**src/rtl/ffe_mac_datapath.sv**
```systemverilog
`timescale 1ns/1ps
// Purpose: time-shared multiply-accumulate datapath for a feed-forward equaliser (one tap per cycle).
// Latency: product 1 cycle after rd_en, enters acc the next edge; y_out updates on the store edge.
// Backpressure: none; the upstream sequencer owns pacing, and idle cycles simply hold all state.
//
// Ports:
//   ffe_clk, rst                       clock, asynchronous active-high reset
//   x_in, shift_en                     sample input and delay-line shift strobe
//   rd_en, rd_addr                     request product tap[rd_addr]*coef[rd_addr]
//   str_out_n_rst_add_reg              present acc to output path and restart accumulation
//   coef_wr_en, coef_wr_addr, coef_wdata  coefficient file write port
//   y_out, y_valid, y_sat              registered saturated output, new-result pulse, clip flag
module ffe_mac_datapath #(
    parameter int DEPTH  = 4,
    parameter int DATA_W = 8,
    parameter int COEF_W = 8,
    parameter int ACC_W  = DATA_W + COEF_W + $clog2(DEPTH),
    parameter int FRAC   = 4,
    parameter int OUT_W  = 12,
    localparam int AW    = $clog2(DEPTH)
) (
    input  logic                     ffe_clk,
    input  logic                     rst,
    input  logic signed [DATA_W-1:0] x_in,
    input  logic                     shift_en,
    input  logic                     rd_en,
    input  logic        [AW-1:0]     rd_addr,
    input  logic                     str_out_n_rst_add_reg,
    input  logic                     coef_wr_en,
    input  logic        [AW-1:0]     coef_wr_addr,
    input  logic signed [COEF_W-1:0] coef_wdata,
    output logic signed [OUT_W-1:0]  y_out,
    output logic                     y_valid,
    output logic                     y_sat
);

    localparam int PROD_W = DATA_W + COEF_W;
    // Comparison width wide enough to hold both the shifted acc and the output limits.
    localparam int CMP_W  = ((ACC_W > OUT_W) ? ACC_W : OUT_W) + 1;
    localparam logic signed [CMP_W-1:0] Y_MAX = CMP_W'((longint'(1) <<< (OUT_W - 1)) - 1);
    localparam logic signed [CMP_W-1:0] Y_MIN = -Y_MAX - CMP_W'(1);

    logic signed [DATA_W-1:0] taps_q [DEPTH];
    logic signed [COEF_W-1:0] coef_q [DEPTH];
    logic signed [PROD_W-1:0] prod_q, prod_d;
    logic                     prod_vld_q;
    logic signed [ACC_W-1:0]  acc_q, acc_d;
    logic signed [ACC_W-1:0]  prod_ext;
    logic signed [ACC_W-1:0]  s_w;
    logic signed [CMP_W-1:0]  s_ext;
    logic                     primed_q;
    logic signed [OUT_W-1:0]  y_out_q, y_out_d;
    logic                     y_sat_q, y_sat_d;
    logic                     y_valid_q;

    always_comb begin
        // Reads see pre-edge taps/coefs, so a same-cycle shift or write never leaks in.
        prod_d   = taps_q[rd_addr] * coef_q[rd_addr];
        prod_ext = ACC_W'(prod_q);

        acc_d = acc_q;
        if (str_out_n_rst_add_reg) begin
            acc_d = prod_vld_q ? prod_ext : '0;
        end else if (prod_vld_q) begin
            acc_d = acc_q + prod_ext;
        end

        s_w   = acc_q >>> FRAC;
        s_ext = CMP_W'(s_w);
        y_out_d = s_w[OUT_W-1:0];
        y_sat_d = 1'b0;
        if (s_ext > Y_MAX) begin
            y_out_d = Y_MAX[OUT_W-1:0];
            y_sat_d = 1'b1;
        end else if (s_ext < Y_MIN) begin
            y_out_d = Y_MIN[OUT_W-1:0];
            y_sat_d = 1'b1;
        end
    end

    always_ff @(posedge ffe_clk or posedge rst) begin
        if (rst) begin
            for (int i = 0; i < DEPTH; i++) begin
                taps_q[i] <= '0;
                coef_q[i] <= '0;
            end
            prod_q     <= '0;
            prod_vld_q <= 1'b0;
            acc_q      <= '0;
            primed_q   <= 1'b0;
            y_out_q    <= '0;
            y_sat_q    <= 1'b0;
            y_valid_q  <= 1'b0;
        end else begin
            if (shift_en) begin
                taps_q[0] <= x_in;
                for (int i = 1; i < DEPTH; i++) begin
                    taps_q[i] <= taps_q[i-1];
                end
            end
            if (coef_wr_en) begin
                coef_q[coef_wr_addr] <= coef_wdata;
            end
            if (rd_en) begin
                prod_q <= prod_d;
            end
            prod_vld_q <= rd_en;
            acc_q      <= acc_d;
            if (str_out_n_rst_add_reg) begin
                y_out_q  <= y_out_d;
                y_sat_q  <= y_sat_d;
                primed_q <= 1'b1;
            end
            // The first store after reset only flushes a partial/empty sum, so it is not flagged.
            y_valid_q <= str_out_n_rst_add_reg & primed_q;
        end
    end

    assign y_out   = y_out_q;
    assign y_sat   = y_sat_q;
    assign y_valid = y_valid_q;

endmodule
```
**config.mk**
```make
export PLATFORM = sky130hd
export DESIGN_NAME = ffe_mac_datapath
export DESIGN_NICKNAME = d
export VERILOG_FILES = /design/src/rtl/ffe_mac_datapath.sv
export SDC_FILE = /design/constraint.sdc
export NUM_CORES = 1
export LEC_CHECK = 0
export CAP_MARGIN = 15
export CORE_MARGIN = 2
export CORE_UTILIZATION = 55
export DETAILED_ROUTE_END_ITERATION = 7
export PLACE_DENSITY = 0.89
export REMOVE_ABC_BUFFERS = 1
export SYNTH_ARGS = -nofsm -noshare
export SYNTH_HDL_FRONTEND = slang
export SYNTH_SLANG_ARGS = --single-unit
```
**constraint.sdc**
```tcl
create_clock -name ffe_clk -period 4.5 [get_ports ffe_clk]
set_input_delay 0.45 -clock ffe_clk [delete_from_list [all_inputs] [get_ports ffe_clk]]
set_output_delay 0.45 -clock ffe_clk [all_outputs]
set_load 0.05 [all_outputs]
```
Word level (Yosys, flattened, before mapping)
Cells that the tools add are included.

Multiply operators: 1. Mux-type cells: 16. Bitwise gates (word level): 3. Magnitude comparators: 5. Reductions and logical operators: 2. $add $sub $neg: 1.

Operator list (number): 2-to-1 mux 18 bit (3); 2-to-1 mux 8 bit (5); binary-select mux 8 bit (select 2 bit) (2); bitwise mux 32 bit (1); 2-to-1 mux 12 bit (2); adder 18 x 16 -> 18 bit (1); demux 8 bit (select 2 bit) (1); multiplier 8 x 8 -> 16 bit (1); > comparator 14 x 12 -> 1 bit (second input constant) (1); less-than comparator 14 x 12 -> 1 bit (second input constant) (1); >= comparator 3 bit (second input constant) (2); NOT 2 -> 3 bit (2); less-than comparator 3 x 1 -> 1 bit (second input constant) (1); 2-to-1 mux 1 bit (2); nonzero test 2 bit (1); AND 1 bit (1); logical AND 1 bit (1).

Word-level logic and storage cells: 43. Register bits: 114. Output and inout port bits: 14.

Logic depth before layout (Yosys ltp)
Depth in word-level cells: 6. Gate-level depth with buffers: 21. Depth with buffers taken out: 20.

Worst setup path after synthesis
No wires, ideal clock.

Path type: input port to flip-flop. From: input rd_addr[0]. To: register prod_q[14]. Slack: -1.025 ns. Required time: 4.374 ns. Stages on the path: 20. Arrival time: 5.399 ns. Cell sequence: buf_2 -> buf_2 -> mux4_2 -> and2_1 -> fa_1 -> inv_1 -> fa_1 -> inv_1 -> fa_1 -> inv_1 -> fa_1 -> inv_1 -> ha_1 -> a21oi_1 -> o21bai_1 -> a21oi_1 -> o21bai_1 -> a21oi_2 -> o21ai_0 -> a311o_1.

Longest elaborated chain between the ends: 5. Elaborated cells between the ends (all ways): 8. Those cells by class: 1 x mul; 6 x mux; 1 x bitwise.

Ends and longest elaborated chain: from (decl) (line 27) `input logic [AW-1:0] rd_addr,`; NOT 2 -> 3 bit (not written as such) (*) (line 58) `prod_d = taps_q[rd_addr] * coef_q[rd_addr];`; binary-select mux 8 bit (select 2 bit) (line 58); 2-to-1 mux 8 bit (not written as such) (2 in series) (line 58); multiplier 8 x 8 -> 16 bit (*) (line 58); to (signal assigned) (line 105) `prod_q <= prod_d;`; to (decl) (line 45) `logic signed [PROD_W-1:0] prod_q, prod_d;`.

Every way passes the cells marked *; elsewhere a longest branch is shown, timed or not. The select of a mux whose other input is x is not followed. A chain may end at the register's enable or synchronous reset.

Worst setup path after layout
From: register coef_q[4] in the netlist's numbering. To: register prod_q[14].

Longest elaborated chain between the ends: 4.

Ends and longest elaborated chain: from (decl) (line 44) `logic signed [COEF_W-1:0] coef_q [DEPTH];`; from (signal, indexed assignment) (line 102) `coef_q[coef_wr_addr] <= coef_wdata;`; binary-select mux 8 bit (select 2 bit) (line 58); 2-to-1 mux 8 bit (not written as such) (2 in series) (line 58); multiplier 8 x 8 -> 16 bit (line 58).

Every way passes these cells. The select of a mux whose other input is x is not followed.

==> flow_summary.json <==
{
  "status": "finished, violations left",
  "violations": "negative setup slack",
  "slew_headroom_pct": 36.7,
  "drive_gt1_share_pct": 31.8,
  "htreeDepth": 4,
  "crit_cells": 18,
  "ctsRootBufferMaster": "clkbuf_16",
  "via_count": 6110,
  "io_pins": 40,
  "io_buffer_count": 39,
  "criticalPathCategory": "reg2reg",
  "startpoint_type": "flop",
  "seq_area_frac_synth_pct": 34.2,
  "synth_seq_cells": 114,
  "yosysUniqueCellTypes": 56,
  "r2r_cells": 18,
  "maxCapViolCount": 0,
  "clock_latency_ns": 0.43,
  "layout.nets": 1031,
  "slowest_stage": "mux4_2",
  "drtAntennaViolNets": 0,
  "pre_cts_ws_ns": -1.31,
  "path_clk_slew_ns": 0.06,
  "grt_overflow_total": 0,
  "final_util_pct": 71.5,
  "coreArea_um2": 14600,
  "path_cells": "mux4_2 > and2_4 > fa_1 > inv_2 > fa_1 > inv_2 > fa_1 > inv_2 > fa_1 > inv_2 > ha_4 > a21oi_2 > o21bai_1 > a21oi_2 > o21bai_1 > a21oi_2 > o2111a_1 > a311o_1",
  "timing.fmax_mhz": 204,
  "synth_cells": 781,
  "detail_route.iter0.violations": 295,
  "holdCritPathClass": "in2async",
  "cts_tree": "built",
  "crit_arrival_ns": 5.21,
  "die_x_um": 127,
  "rsz0062_at_grt": "true",
  "drv_slew": 0,
  "hold_ws_ns": 0.472,
  "use_met2_pct": 48.8,
  "grt_start_max_net_pins": 53,
  "timing.critical_path.buf_inv": 4,
  "ys.flop_type": "dfrtp_1",
  "ff_latch_area_um2": 2850,
  "cts_sinks": 114,
  "grt_pass1_wl_mm": 31.7,
  "slowest_delay_ns": 0.55,
  "fin_crit_sh_pct": 109,
  "finalSetupViolCount": 7,
  "grt_use_total_pct": 25.3,
  "finalHoldViolCount": 0,
  "via_per_inst": 5.55,
  "ys.warnings.count": 0,
  "worst_pin_slew_ns": 0.946,
  "async_flop_share_pct": 100,
  "clk_path_buf_depth": 2,
  "rows": 44,
  "postRouteWirelength_mm": 19.6,
  "routedWlPerCell_um": 17.8,
  "regToRegStartpoint": "coef_q[4]",
  "gp_congestion": 0.875,
  "grtUsageMet1_pct": 26.5,
  "crit_family": "adder cells",
  "grt_pass1_vias": 6552,
  "fin_skew_ns": 0.00753,
  "drt-pass1-iter-count": 5,
  "route.detailed.drc": 0,
  "gr-usage-met3_pct": 5.15,
  "nFillCells": 925,
  "critPathCaptureType": "flop",
  "initial_core_util_pct": 56.9,
  "die_h_um": 127,
  "cp_data_required_time_ns": 4.82,
  "top_usage_layer": "met2",
  "min_period_ns": 4.90,
  "hpwl_mm": 12.4,
  "netlist_area_um2": 8330,
  "antenna_cells": 0,
  "syn_area_per_cell_um2": 10.7,
  "synth_edf_count": 0,
  "cts_buffers": 17,
  "areaGrowthSynthToFinish_pct": 25.7,
  "multiInputGateArea_um2": 5210,
  "antenna_found_initial": 0,
  "r2r_slack_ns": -0.40,
  "fin_ws_ns": -0.395,
  "reg2reg_to": "prod_q[14]",
  "dieArea_um2": 16100,
  "path_max_fanout": 3
}
[layout by cell type, fill, tap and decap left out, types with 8 or more instances in the layout]
cell             Yosys  final
dfrtp_1            114    114
inv_1              106     92
buf_4                0     79
mux2_2              77     76
nand2_1             62     61
fa_1                56     54
clkdlybuf4s50_1      0     37
nor2_1              36     36
o21ai_0             38     36
and2_1              43     31
ha_1                46     31
xnor2_1             25     25
clkbuf_16            0     17
mux4_2              15     15
mux2i_1             13     13
inv_2                0     13
a21oi_1             18     12
and2_4               0     12
ha_4                 0     12
o211ai_1            11     11
nand3_1             12     11
buf_6                0     11
nand2b_1             9      8
[per-layer routing]
metal / vias up / share of wire [%] / wire length [um]
met5: - / 0 / 0
met4: 0 / 3.6 / 706
met3: 60 / 3.1 / 603
met2: 161 / 55 / 10900
met1: 3049 / 38 / 7420
li1: 2840 / - / -
[cells in the mapped netlist (6+ instances only)]
| cell type | n | share of area [%] |
|---|---|---|
| ha_1 | 46 | 6.9 |
| o211ai_1 | 11 | 0.99 |
| nor3_1 | 6 | 0.36 |
| o21ai_0 | 38 | 2.3 |
| clkbuf_1 | 14 | 0.63 |
| nand3_1 | 12 | 0.72 |
| xnor2_1 | 25 | 2.6 |
| nor2_1 | 36 | 1.6 |
| nand2b_1 | 9 | 0.68 |
| nand2_1 | 62 | 2.8 |
| mux2i_1 | 13 | 1.6 |
| mux4_2 | 15 | 4.1 |
| mux2_2 | 77 | 10 |
| and3_1 | 6 | 0.45 |
| inv_1 | 106 | 4.8 |
| and2_1 | 43 | 3.2 |
| fa_1 | 56 | 13 |
| a21oi_1 | 18 | 1.1 |
| dfrtp_1 | 114 | 34 |
| buf_1 | 8 | 0.36 |
[worst reg2reg max path, stage by stage (launching register included)]
cell	delay [ns]
dfrtp_1	0.40
mux4_2	0.55
and2_4	0.20
fa_1	0.51
inv_2	0.05
fa_1	0.55
inv_2	0.05
fa_1	0.50
inv_2	0.05
fa_1	0.49
inv_2	0.05
ha_4	0.27
a21oi_2	0.06
o21bai_1	0.18
a21oi_2	0.09
o21bai_1	0.17
a21oi_2	0.10
o2111a_1	0.26
a311o_1	0.27
[how the worst max path moves through the flow]
stage,start,endpoint,slack (ns)
after floorplan,rd_addr[1],prod_q[14],-0.63
after CTS,taps_q[30],prod_q[14],-0.27
after detailed placement,rd_addr[0],prod_q[14],-1.31
final,coef_q[4],prod_q[14],-0.40
after global routing,coef_q[4],prod_q[14],-0.54
after global placement,rd_addr[0],prod_q[14],-1.20
[layout make-up]
cell class,instances,area share [%]
well taps,184,2.20
inverters,106,3.82
repair buffers,130,10.9
flip-flops and latches,114,27.2
clock inverters,15,1.96
clock buffers,17,4.06
multi-input cells,534,49.8
[registers in the layout, indices dropped and copies added, names as in the netlist]
| register | flops |
|---|---|
| acc_q | 18 |
| y_valid | 1 |
| prod_q | 16 |
| prod_vld_q | 1 |
| coef_q | 32 |
| y_sat | 1 |
| y_out | 12 |
| taps_q | 32 |
| primed_q | 1 |
[timing repair]
item,4_1_cts,5_1_grt
hold buffers,0,0
pin swaps,57,8
gates resized for setup,74,7
setup endpoints to repair,9,8
gates cloned,1,0
buffers inserted,16,3
[metrics by stage]
| stage | instances | setup TNS, ns | instance area, um^2 |
|---|---|---|---|
| after global routing | 1100 | -3.03 | 10500 |
| after floorplan | 754 | -2.86 | 8200 |
| after global placement | 1048 | -9.13 | 9370 |
| after detailed placement | 1048 | -10.35 | 9370 |
| after CTS | 1097 | -0.971 | 10400 |
| final | 1100 | -1.87 | 10500 |
[cell families (layout without fill, tap and decap cells)]
| kind of cell | after synthesis | count (layout) | share of synthesized area [%] |
|---|---|---|---|
| mux | 105 | 105 | 16.0 |
| flops | 114 | 114 | 34.2 |
| buf+inv | 133 | 268 | 6.35 |
| xor+xnor | 29 | 29 | 3.05 |
| fa+ha+maj | 102 | 102 | 20.4 |
| simple gates | 200 | 200 | 12.3 |
| compound gates | 98 | 98 | 7.69 |
Power is not shown: default switching activity piles up to over one toggle a cycle in this logic, so the estimate is an artifact.
